File: src/rtl/meteor_update_scheduler.sv
// Meteor Dodge game controller: runs the game FSM, counts frames, and
// streams one update command per meteor slot into the object datapath
// during vertical blanking. Keeps a saturating score of completed rounds.
module meteor_update_scheduler #(
  parameter int NUM_METEORS = 4,
  parameter int SLOT_W      = 2,
  parameter int FRAME_DIV   = 2
) (
  input  logic              clkin,
  input  logic              gsr,
  input  logic              vblank_start,
  input  logic              collision,
  input  logic              start_btn,
  input  logic              upd_ready,
  output logic              upd_valid,
  output logic [SLOT_W-1:0] upd_slot,
  output logic              clear_objs,
  output logic [1:0]        game_state,
  output logic              game_over,
  output logic [15:0]       score,
  output logic              overrun
);

  typedef enum logic [1:0] {
    S_IDLE = 2'd0,
    S_PLAY = 2'd1,
    S_UPD  = 2'd2,
    S_OVER = 2'd3
  } state_t;

  localparam int                FC_W      = (FRAME_DIV > 1) ? $clog2(FRAME_DIV) : 1;
  localparam logic [FC_W-1:0]   FC_LAST   = FC_W'(FRAME_DIV - 1);
  localparam logic [SLOT_W-1:0] SLOT_LAST = SLOT_W'(NUM_METEORS - 1);

  state_t          state;
  logic            hit;
  logic [FC_W-1:0] frame_cnt;

  // state register is the game_state output directly
  assign game_state = state;

  // game FSM, update handshake, hit latch, frame divider and score
  always_ff @(posedge clkin or negedge gsr) begin
    if (!gsr) begin
      state      <= S_IDLE;
      upd_valid  <= 1'b0;
      upd_slot   <= '0;
      clear_objs <= 1'b0;
      game_over  <= 1'b0;
      score      <= 16'd0;
      overrun    <= 1'b0;
      hit        <= 1'b0;
      frame_cnt  <= '0;
    end else begin
      clear_objs <= 1'b0;
      case (state)
        S_IDLE, S_OVER: begin
          // start beats any coincident vblank; nothing else happens here
          if (start_btn) begin
            state      <= S_PLAY;
            clear_objs <= 1'b1;
            game_over  <= 1'b0;
            score      <= 16'd0;
            hit        <= 1'b0;
            frame_cnt  <= '0;
            overrun    <= 1'b0;
          end
        end
        S_PLAY: begin
          // a collision in the same cycle as vblank still ends the game
          if (vblank_start && (hit || collision)) begin
            state     <= S_OVER;
            game_over <= 1'b1;
          end else begin
            if (collision) hit <= 1'b1;
            if (vblank_start) begin
              if (frame_cnt == FC_LAST) begin
                frame_cnt <= '0;
                upd_slot  <= '0;
                upd_valid <= 1'b1;
                state     <= S_UPD;
              end else begin
                frame_cnt <= frame_cnt + 1'b1;
              end
            end
          end
        end
        S_UPD: begin
          if (collision)    hit     <= 1'b1;
          // a frame boundary mid-round means the datapath stalled too long
          if (vblank_start) overrun <= 1'b1;
          if (upd_ready) begin
            if (upd_slot == SLOT_LAST) begin
              upd_valid <= 1'b0;
              state     <= S_PLAY;
              if (score != 16'hFFFF) score <= score + 16'd1;
            end else begin
              upd_slot <= upd_slot + 1'b1;
            end
          end
        end
        default: state <= S_IDLE;
      endcase
    end
  end

endmodule

File: config.mk
export PLATFORM = sky130hd
export DESIGN_NAME = meteor_update_scheduler
export DESIGN_NICKNAME = d
export VERILOG_FILES = /design/src/rtl/meteor_update_scheduler.sv
export SDC_FILE = /design/constraint.sdc
export NUM_CORES = 1
export LEC_CHECK = 0
export BUFFER_PORTS_ARGS = -buffer_cell sky130_fd_sc_hd__buf_4
export CORE_UTILIZATION = 40
export CTS_CLUSTER_DIAMETER = 50
export DETAILED_ROUTE_END_ITERATION = 8
export MAX_ROUTING_LAYER = met4
export SYNTH_ARGS = -nofsm -noshare
export SYNTH_HDL_FRONTEND = slang
export SYNTH_SLANG_ARGS = --single-unit
File: constraint.sdc
create_clock -name clkin -period 4.05 [get_ports clkin]
set_input_delay 0.6075 -clock clkin [delete_from_list [all_inputs] [get_ports clkin]]
set_output_delay 0.6075 -clock clkin [all_outputs]
set_load 0.02 [all_outputs]
==> results by group <==
Outcome
  – Status: completed

Final layout
  – Final core occ: 0.5145
  – Filler Cells Inserted: 384
  – Fin nets: 222
  – Share of cells above drive strength 1: 0.1943
  – N_diodes: 0
  – Post-layout instance area: 0.001954 mm2
  – Area grow syn2layout: 18.60%

Global route
  – Gr usage total: 0.2129
  – Grt total ovfl: 0
  – Largest net degree at the start of global routing: 32
  – Initial antenna violation count: 0
  – Vias in the first global route: 1,459
  – First-pass GRT wire length: 6927 um

Die
  – DIE HEIGHT: 66.19 um
  – Initial Utilization: 0.4338
  – Std cell rows: 22
  – Die X: 66.19 um
  – Ports: 30
  – CORE AREA: 0.003799 mm2
  – DIE AREA: 0.004380 mm2

Logic synthesis
  – Seq/Total Area, Yosys: 0.3948
  – Flops & latches, synth: 26
  – Top_reg_cell synth: dfrtp_1
  – Leading post-synthesis cells by cell area: dfrtp_1, o21ai_0, nand2_1
  – Synth Cell Area: 0.001648 mm2
  – Yosys cell types: 47
  – Mapped Cells: 188
  – Top post-synthesis cells by count: dfrtp_1, nand2_1, o21ai_0
  – Syn avg cell area: 8.765 um2
  – Most frequent cell after synthesis: dfrtp_1
  – Post-synthesis async set-or-reset flop share: 1.000
  – Yosys top cell area share: 0.3948
  – Yosys top cell by area: dfrtp_1
  – Number of synthesized flops with an enable pin: 0
  – Synth warnings: 0
  – Syn_nets: 198

Timing
  – Rel. slew slack: 0.6099
  – Unrepaired setup endpoints after global routing: false
  – Hold Vio Cnt, Final: 0
  – Final setup vio count: 0
  – Crit share post-route: 0.5969
  – Count of pins over their slew limit: 0
  – Peak Freq: 0.4137 GHz
  – Final Skew: 0.005476 ns
  – Setup WS post-layout: 1.633 ns
  – Worst-margin pin slew: 0.5838 ns
  – Minimum clock period: 2.417 ns
  – Setup_tns: 0 ns

Routing
  – Drt initial violations: 181
  – Antenna-violating nets left: 0
  – Post-DR wirelength/cell: 15.76 um
  – Initial DRT Pass Iterations: 4
  – Drt total wl: 4082 um
  – Routed vias/inst: 6.000
  – DRC Markers: 0
  – Vias: 1,554

Critical path
  – CP startpoint: game_state[0]
  – CP Capture Type: flip-flop
  – Reg-to-Reg Start: game_state[0]
  – Slowest stage delay, CP: 0.48 ns
  – Crit-path cells: inv_1 > ha_1 > buf_4 > a21boi_1 > or3_4 > or2_1 > a221o_1
  – Arrival @ worst endpoint: 2.59 ns
  – WP data required: 4.22 ns
  – Worst setup path category: reg -> reg
  – Buf/Inv on CP: 2
  – Crit path launch type: flip-flop
  – Crit-path slowest cell: or3_4
  – Crit path max-delay family: simple AND/OR/NAND/NOR gates
  – Max Fanout on Critical Path: 31

Placement
  – Placer congestion estimate: 0.8326
  – Placed inst area: 0.001883 mm2
  – HPWL after detailed placement: 2959 um
  – Buffers on Ports: 29
  – Worst slack, placed: 1.653 ns

Clocking
  – CTS tree: built
  – Worst-Skew Late Latency: 0.28 ns
  – Hold-fix buffers at CTS: 0
  – Clk buf depth: 2
  – H-tree Lvls: 1
  – Post-CTS Resized: 0
  – Root buffer cell: clkbuf_8
  – Clk sink count: 26
  – CTS buffer count: 3
  – # Post-CTS Setup Buffers: 0
  – Clock transition at path regs: 0.09 ns

Power and ir drop
  – Leakage: 0.8512 nW
  – Peak supply drop: 0.2131 mV
  – PnR Total Power: 769.7 uW
  – P per Cell Area: 393.9 mW/mm2

Min path
  – Hold/Removal Path Class: in -> async

Job
  – Max cap viols: 0
## per-layer routing
metal,wire length (um),global-route usage
met4,49,0.09309
met5,0,-
met2,1905,0.3202
met3,214,0.03966
met1,1913,0.2787
## stage by stage
step           hold WS, ns  instances
2_1_floorplan       0.3119        188
3_3_place_gp        0.5103        255
3_5_place_dp        0.5163        255
4_1_cts             0.2293        259
5_1_grt             0.2424        259
6_report            0.2208        259
## cell usage in the layout, fill, tap and decap left out, types with 2 or more instances in the layout
master / instances
nand3_1: 9
a21oi_1: 11
mux2_2: 2
and4_1: 3
ha_1: 4
a21o_1: 2
a22o_1: 4
and3_1: 2
nor2_1: 10
dfrtp_1: 26
inv_1: 6
a221o_1: 2
a41oi_1: 2
o21ai_0: 16
o311ai_0: 5
nand4_1: 10
nand2_1: 19
o31ai_1: 2
a31oi_1: 6
nor3_1: 4
nand2b_1: 8
and2_1: 2
buf_4: 30
clkbuf_8: 3
nor3b_1: 2
## logic make-up after synthesis
group           after synthesis  synth area share
compound gates               61            0.2513
fa+ha+maj                     4           0.03037
buf+inv                      17           0.04403
flops                        26            0.3948
mux                           3           0.01974
simple gates                 77            0.2597
## worst paths after layout
check / to / cells past startpoint / slack [ns]
max reg2reg: score[5] / 7 / 1.63
max: score[5] / 7 / 1.63
min: score[11] / 1 / 0.22
min reg2reg: score[7] / 1 / 0.53
min in group clkin: score[7] / 1 / 0.53
max in group asynchronous: score[2] / 1 / 3.58
## area by class of cell
cell class              instances  area, um2  share of cell area
repair buffers                 30      225.2              0.1152
clock inverters                 1      30.03             0.01536
clock buffers                   3      41.29             0.02113
well taps                      48      60.06             0.03073
flip-flops and latches         26      650.6              0.3329
multi-input cells             145      924.6              0.4731
inverters                       6      22.52             0.01152
## state kept, by name (all words and copies together), names as in the netlist
name,count
clear_objs,1
frame_cnt,1
game_over,1
game_state,2
hit,1
overrun,1
score,16
upd_slot,2
upd_valid,1
## where the power goes
| group | switching, mW | leakage (nW) | total (mW) | internal (mW) |
|---|---|---|---|---|
| Sequential | 0.0227 | 0.344 | 0.305 | 0.282 |
| Clock | 0.0868 | 0.0357 | 0.219 | 0.132 |
| Combinational | 0.155 | 0.472 | 0.245 | 0.0901 |
## worst reg2reg max path, stage by stage (launching register included)
cell	delay (ns)
dfrtp_1	0.40
inv_1	0.08
ha_1	0.19
buf_4	0.22
a21boi_1	0.22
or3_4	0.48
or2_1	0.35
a221o_1	0.37
Power figures use the tool's default switching activity.
